## config.mk

```make
export PLATFORM = sky130hd
export DESIGN_NAME = handshake_monitor
export DESIGN_NICKNAME = d
export VERILOG_FILES = /design/src/rtl/handshake_monitor_pkg.sv /design/src/rtl/handshake_chan_checker.sv /design/src/rtl/handshake_monitor.sv
export SDC_FILE = /design/constraint.sdc
export NUM_CORES = 1
export LEC_CHECK = 0
export BUFFER_PORTS_ARGS = -buffer_cell sky130_fd_sc_hd__buf_2
export CORE_MARGIN = 2
export CORE_UTILIZATION = 48
export CTS_CLUSTER_DIAMETER = 150
export DETAILED_ROUTE_END_ITERATION = 8
export GPL_TIMING_DRIVEN = 0
export HOLD_SLACK_MARGIN = 0.1
export MAX_ROUTING_LAYER = met4
export PLACE_DENSITY_LB_ADDON = 0.05
export SLEW_MARGIN = 20
export SYNTH_ARGS = -nofsm -noshare
export SYNTH_HDL_FRONTEND = slang
export SYNTH_SLANG_ARGS = --single-unit
```

## constraint.sdc

```tcl
create_clock -name CLK -period 2 [get_ports CLK]
set_clock_uncertainty 0.15 [all_clocks]
set_input_delay 0.5 -clock CLK [delete_from_list [all_inputs] [get_ports CLK]]
set_output_delay 0.5 -clock CLK [all_outputs]
set_load 0.05 [all_outputs]
```

## src/rtl/handshake_monitor_pkg.sv

```systemverilog
// Shared types for the ready/valid handshake monitor: per-channel FSM states
// and the 2-bit error codes reported through the first-error capture.
package handshake_monitor_pkg;

    typedef enum logic {
        IDLE    = 1'b0,
        PENDING = 1'b1
    } chan_state_t;

    typedef enum logic [1:0] {
        ERR_NONE    = 2'd0,
        ERR_DROP    = 2'd1,
        ERR_DATA    = 2'd2,
        ERR_TIMEOUT = 2'd3
    } err_code_t;

endpackage

```

## src/rtl/handshake_chan_checker.sv

```systemverilog
// One monitored ready/valid channel: stall FSM, payload capture, stall timer,
// saturating statistics counters and sticky protocol-error flags.
module handshake_chan_checker
    import handshake_monitor_pkg::*;
#(
    parameter int DATA_W  = 4,
    parameter int TIMEOUT = 16,
    parameter int CNT_W   = 16
) (
    input  logic              i_clk,
    input  logic              i_rst_n,
    input  logic              i_valid,
    input  logic              i_ready,
    input  logic [DATA_W-1:0] i_data,
    input  logic              i_clear,
    output logic [CNT_W-1:0]  o_xfer_count,
    output logic [CNT_W-1:0]  o_stall_count,
    output logic              o_err_drop,
    output logic              o_err_data,
    output logic              o_err_timeout,
    output logic              o_ev_drop,
    output logic              o_ev_data,
    output logic              o_ev_timeout
);

    localparam int TMR_W = $clog2(TIMEOUT + 1);

    chan_state_t       r_state;
    logic [TMR_W-1:0]  r_timer;
    logic [DATA_W-1:0] r_cap;
    logic [CNT_W-1:0]  r_xfer_count;
    logic [CNT_W-1:0]  r_stall_count;
    logic              r_err_drop;
    logic              r_err_data;
    logic              r_err_timeout;

    logic w_xfer;
    logic w_stall;
    logic w_pend;
    logic w_ev_drop;
    logic w_ev_data;
    logic w_ev_timeout;

    function automatic logic [CNT_W-1:0] sat_inc(input logic [CNT_W-1:0] v);
        return (&v) ? v : v + CNT_W'(1);
    endfunction

    assign w_xfer  = i_valid & i_ready;
    assign w_stall = i_valid & ~i_ready;
    assign w_pend  = (r_state == PENDING);

    // Event pulses are suppressed under clear so that clear always wins.
    assign w_ev_drop    = w_pend & ~i_valid & ~i_clear;
    assign w_ev_data    = w_pend & i_valid & (i_data != r_cap) & ~i_clear;
    assign w_ev_timeout = w_pend & w_stall & (r_timer == TMR_W'(TIMEOUT - 1)) & ~i_clear;

    always_ff @(posedge i_clk or negedge i_rst_n) begin
        if (!i_rst_n) begin
            r_state       <= IDLE;
            r_timer       <= '0;
            r_xfer_count  <= '0;
            r_stall_count <= '0;
            r_err_drop    <= 1'b0;
            r_err_data    <= 1'b0;
            r_err_timeout <= 1'b0;
        end else if (i_clear) begin
            r_state       <= IDLE;
            r_timer       <= '0;
            r_xfer_count  <= '0;
            r_stall_count <= '0;
            r_err_drop    <= 1'b0;
            r_err_data    <= 1'b0;
            r_err_timeout <= 1'b0;
        end else begin
            if (w_xfer)  r_xfer_count  <= sat_inc(r_xfer_count);
            if (w_stall) r_stall_count <= sat_inc(r_stall_count);
            r_err_drop    <= r_err_drop    | w_ev_drop;
            r_err_data    <= r_err_data    | w_ev_data;
            r_err_timeout <= r_err_timeout | w_ev_timeout;
            case (r_state)
                IDLE: begin
                    if (w_stall) begin
                        r_state <= PENDING;
                        r_timer <= TMR_W'(1);
                    end
                end
                PENDING: begin
                    if (!i_valid || i_ready) begin
                        r_state <= IDLE;
                        r_timer <= '0;
                    end else if (r_timer != TMR_W'(TIMEOUT)) begin
                        r_timer <= r_timer + TMR_W'(1);
                    end
                end
                default: begin
                    r_state <= IDLE;
                    r_timer <= '0;
                end
            endcase
        end
    end

    // Payload is only meaningful while PENDING, so it needs no reset.
    always_ff @(posedge i_clk) begin
        if (r_state == IDLE && w_stall) begin
            r_cap <= i_data;
        end
    end

    assign o_xfer_count  = r_xfer_count;
    assign o_stall_count = r_stall_count;
    assign o_err_drop    = r_err_drop;
    assign o_err_data    = r_err_data;
    assign o_err_timeout = r_err_timeout;
    assign o_ev_drop     = w_ev_drop;
    assign o_ev_data     = w_ev_data;
    assign o_ev_timeout  = w_ev_timeout;

endmodule

```

## src/rtl/handshake_monitor.sv

```systemverilog
// Multi-channel ready/valid protocol monitor: one checker per channel plus
// first-error capture (lowest channel wins, timeout > data > drop) and err_any.
module handshake_monitor
    import handshake_monitor_pkg::*;
#(
    parameter int NUM_CH  = 3,
    parameter int DATA_W  = 4,
    parameter int TIMEOUT = 16,
    parameter int CNT_W   = 16
) (
    input  logic                                       CLK,
    input  logic                                       ASYNCRESETN,
    input  logic [NUM_CH-1:0]                          valid,
    input  logic [NUM_CH-1:0]                          ready,
    input  logic [NUM_CH*DATA_W-1:0]                   data,
    input  logic                                       clear,
    output logic [NUM_CH*CNT_W-1:0]                    xfer_count,
    output logic [NUM_CH*CNT_W-1:0]                    stall_count,
    output logic [NUM_CH-1:0]                          err_drop,
    output logic [NUM_CH-1:0]                          err_data,
    output logic [NUM_CH-1:0]                          err_timeout,
    output logic                                       err_any,
    output logic [((NUM_CH > 1) ? $clog2(NUM_CH) : 1)-1:0] first_err_ch,
    output logic [1:0]                                 first_err_code
);

    localparam int CH_W = (NUM_CH > 1) ? $clog2(NUM_CH) : 1;

    logic [NUM_CH-1:0] w_ev_drop;
    logic [NUM_CH-1:0] w_ev_data;
    logic [NUM_CH-1:0] w_ev_timeout;

    logic              w_hit;
    logic [CH_W-1:0]   w_hit_ch;
    err_code_t         w_hit_code;

    logic [CH_W-1:0]   r_first_ch;
    err_code_t         r_first_code;

    for (genvar g = 0; g < NUM_CH; g++) begin : g_chan
        handshake_chan_checker #(
            .DATA_W  (DATA_W),
            .TIMEOUT (TIMEOUT),
            .CNT_W   (CNT_W)
        ) u_chk (
            .i_clk         (CLK),
            .i_rst_n       (ASYNCRESETN),
            .i_valid       (valid[g]),
            .i_ready       (ready[g]),
            .i_data        (data[g*DATA_W +: DATA_W]),
            .i_clear       (clear),
            .o_xfer_count  (xfer_count[g*CNT_W +: CNT_W]),
            .o_stall_count (stall_count[g*CNT_W +: CNT_W]),
            .o_err_drop    (err_drop[g]),
            .o_err_data    (err_data[g]),
            .o_err_timeout (err_timeout[g]),
            .o_ev_drop     (w_ev_drop[g]),
            .o_ev_data     (w_ev_data[g]),
            .o_ev_timeout  (w_ev_timeout[g])
        );
    end

    // Scan from the top down so the lowest-indexed erroring channel is left standing.
    always_comb begin
        w_hit      = 1'b0;
        w_hit_ch   = '0;
        w_hit_code = ERR_NONE;
        for (int i = NUM_CH - 1; i >= 0; i--) begin
            if (w_ev_drop[i] | w_ev_data[i] | w_ev_timeout[i]) begin
                w_hit    = 1'b1;
                w_hit_ch = CH_W'(i);
                if (w_ev_timeout[i]) begin
                    w_hit_code = ERR_TIMEOUT;
                end else if (w_ev_data[i]) begin
                    w_hit_code = ERR_DATA;
                end else begin
                    w_hit_code = ERR_DROP;
                end
            end
        end
    end

    always_ff @(posedge CLK or negedge ASYNCRESETN) begin
        if (!ASYNCRESETN) begin
            r_first_ch   <= '0;
            r_first_code <= ERR_NONE;
        end else if (clear) begin
            r_first_ch   <= '0;
            r_first_code <= ERR_NONE;
        end else if (r_first_code == ERR_NONE && w_hit) begin
            r_first_ch   <= w_hit_ch;
            r_first_code <= w_hit_code;
        end
    end

    assign first_err_ch   = r_first_ch;
    assign first_err_code = r_first_code;
    assign err_any        = |{err_drop, err_data, err_timeout};

endmodule

```

-- Yosys cells after proc, flatten, opt, wreduce, memory -nomap -nowiden
Cells that the tools add are included.
- order comparisons: 0
- add/sub/neg operators: 9
- multiply operators: 0
- shifts and indexed selects: 0
- reduce and logical (&&, ||, !) cells: 34
- eq/ne operators: 21
- divide/modulo/power cells: 0
- bitwise logic cells: 55
- mux-type cells: 73
- operators with widths (kind ; count):
    two-way mux 16 bit ; 18
    adder 16 x 1 -> 16 bit (second input constant) ; 6
    AND reduction 16 bit ; 6
    two-way mux 5 bit ; 12
    two-way mux 2 bit ; 16
    bitwise AND 1 bit ; 30
    one-hot mux 5 bit (2 select lines) ; 3
    two-way mux 1 bit ; 21
    AND reduction 2 bit ; 9
    adder 5 x 1 -> 5 bit (second input constant) ; 3
    == test 5 x 4 -> 1 bit (second input constant) ; 3
    inequality test 5 bit (second input constant) ; 3
    bitwise OR 1 bit ; 15
    nonzero test 2 bit ; 7
    inequality test 2 bit (second input constant) ; 6
    inequality test 4 bit ; 3
    inequality test 4 bit (second input constant) ; 3
    NOT 1 bit ; 10
    inequality test 3 x 2 -> 1 bit (second input constant) ; 3
    OR reduction 9 bit ; 1
    one-hot mux 1 bit (2 select lines) ; 3
    logical AND 1 bit ; 4
    logical NOT 1 bit ; 3
    logical OR 1 bit ; 3
    logical NOT 2 bit ; 1
- ROM bits: 0
- memories: 0
- input bits: 21
- bits in latches: 0
- logic and storage cells: 218
- flip-flop bits (word level): 139
- bits in writable memories: 0

-- Depth between registers and ports, before layout
- word-level depth: 12
- mapped depth: 8
- gate-level depth less buffers: 8

-- Hierarchy
A second synthesis with hierarchy kept.
- cells, all modules: 776
- area, all modules: 7598.5 um^2
- modules (own cells, without submodules) (module ; area each (um^2) ; cells each ; instances):
    handshake_chan_checker (g_chan[0].u_chk ...) ; 2427.3 ; 250 ; 2
    handshake_chan_checker (g_chan[1].u_chk) ; 2461.1 ; 245 ; 1
    handshake_monitor ; 282.8 ; 31 ; 1

-- Least setup slack after synthesis
OpenSTA, ideal clock, no wires.
- kind: reg-to-reg
- start point: reg g_chan[2].u_chk.r_xfer_count[0]
- end point: reg g_chan[2].u_chk.r_xfer_count[5]
- arrival time: 2.056 ns
- stages on the path, launching flop included: 7
- setup slack: -0.338 ns
- setup time: 0.132 ns
- buffers on the path: 0
- clock period less this slack: 2.338 ns
- required time: 1.718 ns
- cell sequence: dfrtp_1 -> ha_1 -> nand4_1 -> nor4_1 -> nor3_1 -> xnor2_1 -> nor2_1
- cells in the longest elaborated chain, start to end: 4
- elaborated cells on any way between the ends: 7
- ends and longest elaborated chain (element ; RTL line ; source):
    start: declaration ; handshake_chan_checker.sv:31 ; logic [CNT_W-1:0] r_xfer_count;
    start signal: assignment ; handshake_chan_checker.sv:75 ; if (w_xfer) r_xfer_count <= sat_inc(r_xfer_count);
    adder 16 x 1 -> 16 bit ; handshake_chan_checker.sv:45 ; return (&v) ? v : v + CNT_W'(1);
    two-way mux 16 bit ; handshake_chan_checker.sv:45 ;
    two-way mux 16 bit ; handshake_chan_checker.sv:75 ;
    two-way mux 16 bit ; handshake_chan_checker.sv:66 ; end else if (i_clear) begin
Several ways; a longest one is shown, not always the timed one. The select of a mux whose other input is x is not followed.
A chain may end at the register's enable or synchronous reset.

-- Final worst setup path
- start point: reg g_chan[2].u_chk.r_err_data
- end point: out err_any
- cells in the longest elaborated chain, start to end: 1
- ends and longest elaborated chain (element ; RTL line ; source):
    start: declaration ; handshake_chan_checker.sv:34 ; logic r_err_data;
    start signal: assignment ; handshake_chan_checker.sv:78 ; r_err_data <= r_err_data | w_ev_data;
    OR reduction 9 bit ; handshake_monitor.sv:98 ; assign err_any = |{err_drop, err_data, err_timeout};
    end: declaration ; handshake_monitor.sv:22 ; output logic err_any,
Every way passes these cells.

==> metrics.md <==
| Metric | Value |
|---|---|
| Status | `complete, but fails checks` |
| Violated checks | `negative setup slack` |
| Die ar. | `16200 um2` |
| # setup viols final | `1` |
| Initial antenna violation count | `2` |
| Worst slew pin tran | `0.818 ns` |
| Clock tree root driver cell | `clkbuf_16` |
| Seq pwr share | `43.0%` |
| Combinational share of power | `7.7%` |
| IO Pins | `131` |
| Fillcell total | `1233` |
| FFs w/ async S/R, synth | `91.4%` |
| Pre-CTS setup slack | `-0.538 ns` |
| Area growth syn-to-layout | `32.7%` |
| Layout cells sized above 1 | `35.3%` |
| Crit Path Max Fanout | `2` |
| Final setup TNS | `-0.0156 ns` |
| Largest net degree at the start of global routing | `80` |
| ANT nets after route | `0` |
| Area of the core | `15000 um2` |
| EDFF count, synth | `12` |
| Syn Nets | `809` |
| CP Launch Type | `flip-flop` |
| Total number of vias | `6466` |
| GPL Wtd Cong | `0.861` |
| Syn Std Cell Area | `7310 um2` |
| Vias per Instance | `5.61` |
| Final Max Slew Viols | `0` |
| IR drop worst, VDD | `0.644 mV` |
| H-tree depth | `4` |
| Pwr dens | `703 nW/um2` |
| Clk pin slew, worst setup/hold paths | `0.06 ns` |
| DP HPWL | `12.9 mm` |
| P_sw | `0.00163 W` |
| CTS tree | `done` |
| Total of max-cap violations | `0` |
| Vert. Die Dim | `127 um` |
| Syn Area/Cell | `9.46 um2` |
| Post-Place Cell Area | `8370 um2` |
| Worst EP required | `1.35 ns` |
| Post-synthesis sequential area ratio | `48.4%` |
| CP Data Arrival Time | `1.37 ns` |
| Final WL | `19.3 mm` |
| Final worst-path cycle share | `101%` |
| Num CTS Buffers | `17` |
| Leakage Power | `4.06 nW` |
| First-pass GRT wire length | `30.3 mm` |
| Avg WL per Cell | `16.7 um` |
| Mapped Cells | `773` |
| GR Util All Layers | `24.1%` |
| Internal Power | `0.00519 W` |
| Initial DRT Pass Iterations | `6` |
| Row count | `45` |
| Setup ws final | `-0.0156 ns` |
| Utilization after layout | `64.6%` |
| Aggregate global routing overflow | `0` |
| Seq. cell area | `3620 um2` |
| Synth unique cells | `54` |
| Nets | `985` |
| Main synth FF type | `dfrtp_1` |
| Final critical-path required period | `2.02 ns` |
| Fin area | `9700 um2` |
| Worst-Skew Late Latency | `0.43 ns` |
| Final hold slack | `0.119 ns` |
| YS warnings | `0` |
| Hold Violations, Final | `0` |
| Clk pwr share | `49.3%` |
| CTS Sinks | `139` |
| Vias in the first global route | `6038` |
| Slew HR | `45.5%` |
| FMAX | `496 MHz` |
| DRT iter0 DRCs | `391` |
| Port bufs | `129` |
| Sw Share | `23.9%` |
| Crit end category | `output pin` |
| Drt drc | `0` |
| Post-synthesis register bit count | `139` |
| CTS max path bufs | `2` |
| Die Width | `127 um` |
| RSZ-0062 raised after global routing | `true` |
| WS Path Type | `flip-flop to output pin` |
| Initial Util | `48.6%` |
| Multi-input gate area | `4040 um2` |
| Worst hold path type | `input port to flip-flop` |
==> logic make-up (layout without fill, tap and decap cells) <==
family	count (synthesis)	after routing	share of synthesized area, %
mux	4	4	0.548
other cells	0	2	0
compound gates	89	89	7.67
fa+ha+maj	15	15	2.57
flops	139	139	48.4
simple gates	379	380	26.3
xor+xnor	91	91	10.9
buf+inv	56	244	3.59
==> cells in the mapped netlist (all sizes together), types with 4 or more instances <==
master	number	area, um2
a2111oi	4	35.0
a211oi	5	37.5
a21oi	33	165
a31oi	6	37.5
and3	9	56.3
and4	6	52.6
buf	14	105
clkbuf	20	75.1
dfrtp	127	3180
edfxtp	12	360
ha	15	188
inv	22	82.6
mux2i	4	40.0
nand2	57	214
nand2b	12	82.6
nand3	32	160
nand4	30	188
nor2	121	454
nor2b	7	43.8
nor3	42	210
nor3b	11	82.6
nor4	18	119
nor4b	7	61.3
o2111ai	4	35.0
o21ai	19	95.1
or3	10	62.6
xnor2	79	692
xor2	12	105
==> area by class of cell <==
type	instances	area share, %
Multi-Input combinational cell	579	41.6
Sequential cell	139	37.3
Timing Repair Buffer	158	9.37
Clock buffer	19	4.67
Tap cell	188	2.42
Buffer	32	1.95
Clock inverter	13	1.77
Inverter	22	0.851
Antenna cell	2	0.0516
==> critical path, stage by stage, from the launching register on <==
cell and delay [ns]:
dfrtp_1 0.39, nor4_2 0.26, nand3_1 0.13, buf_6 0.17
==> flip-flops by register name, summed over array words and instances (netlist names), 3 cells and up <==
name / flops
g_chan.u_chk.o_err_data: 3
g_chan.u_chk.o_err_drop: 3
g_chan.u_chk.o_err_timeout: 3
g_chan.u_chk.o_stall_count: 48
g_chan.u_chk.o_xfer_count: 48
g_chan.u_chk.r_cap: 12
g_chan.u_chk.r_state: 3
g_chan.u_chk.r_timer: 15
==> layout by cell type (no fill, tap or decap), types with 8 or more instances in the layout <==
cell type	n
xnor2_1	79
nand2b_1	9
edfxtp_1	12
inv_1	22
a21oi_1	28
nor4_1	8
nand3_1	28
nand4_1	30
dfrtp_1	64
nand2_1	57
buf_4	35
xor2_1	12
o21ai_0	18
buf_2	129
dfrtp_2	63
nor3_1	34
clkbuf_1	15
clkbuf_16	17
nor2_1	119
==> metrics by stage <==
stage	cells	power, W
after floorplan	773	0.00325
after global placement	1090	0.00343
after detailed placement	1091	0.00345
after CTS	1130	0.00681
after global routing	1152	0.00704
final	1152	0.00682
==> routing by layer <==
layer	GRT usage (%)	vias to the layer above	part of all wire, %
li1	-	3082	-
met1	31.3	3177	45
met2	37.7	184	49
met3	5.74	23	4.6
met4	7.56	0	1.3
met5	-	-	0
==> power groups by stage <==
stage	registers (W)	logic, W	clock network [W]
finish	0.00294	0.000525	0.00336
global route	0.00294	0.000574	0.00353
CTS	0.00293	0.000487	0.00339
detailed placement	0.00299	0.000467	0
global placement	0.00298	0.000449	0
floorplan	0.00304	0.000213	0
==> worst paths after layout <==
kind / from / end / slack, ns / cells after the start
setup / recovery: g_chan[2].u_chk.o_err_data / err_any / -0.02 / 3
hold / removal: data[1] / g_chan[0].u_chk.r_cap[1] / 0.12 / 1
setup reg to reg: g_chan[0].u_chk.o_xfer_count[1] / g_chan[0].u_chk.o_xfer_count[7] / 0.02 / 8
hold reg to reg: g_chan[0].u_chk.r_timer[4] / g_chan[0].u_chk.r_timer[4] / 0.36 / 2
max in group asynchronous: ASYNCRESETN / g_chan[0].u_chk.o_stall_count[10] / 0.54 / 3
min in group asynchronous: ASYNCRESETN / g_chan[0].u_chk.o_err_drop / 0.43 / 2
==> repair_timing <==
item / CTS / global route
setup endpoints to repair: 26 / 74
buffers inserted: 6 / 21
endpoints found under the hold margin: 48 / 0
cloned: 0 / 1
hold buffers: 1 / 0
resized for setup: 19 / 80
pin swaps: 9 / 25
(Power assumes the default switching activity.)
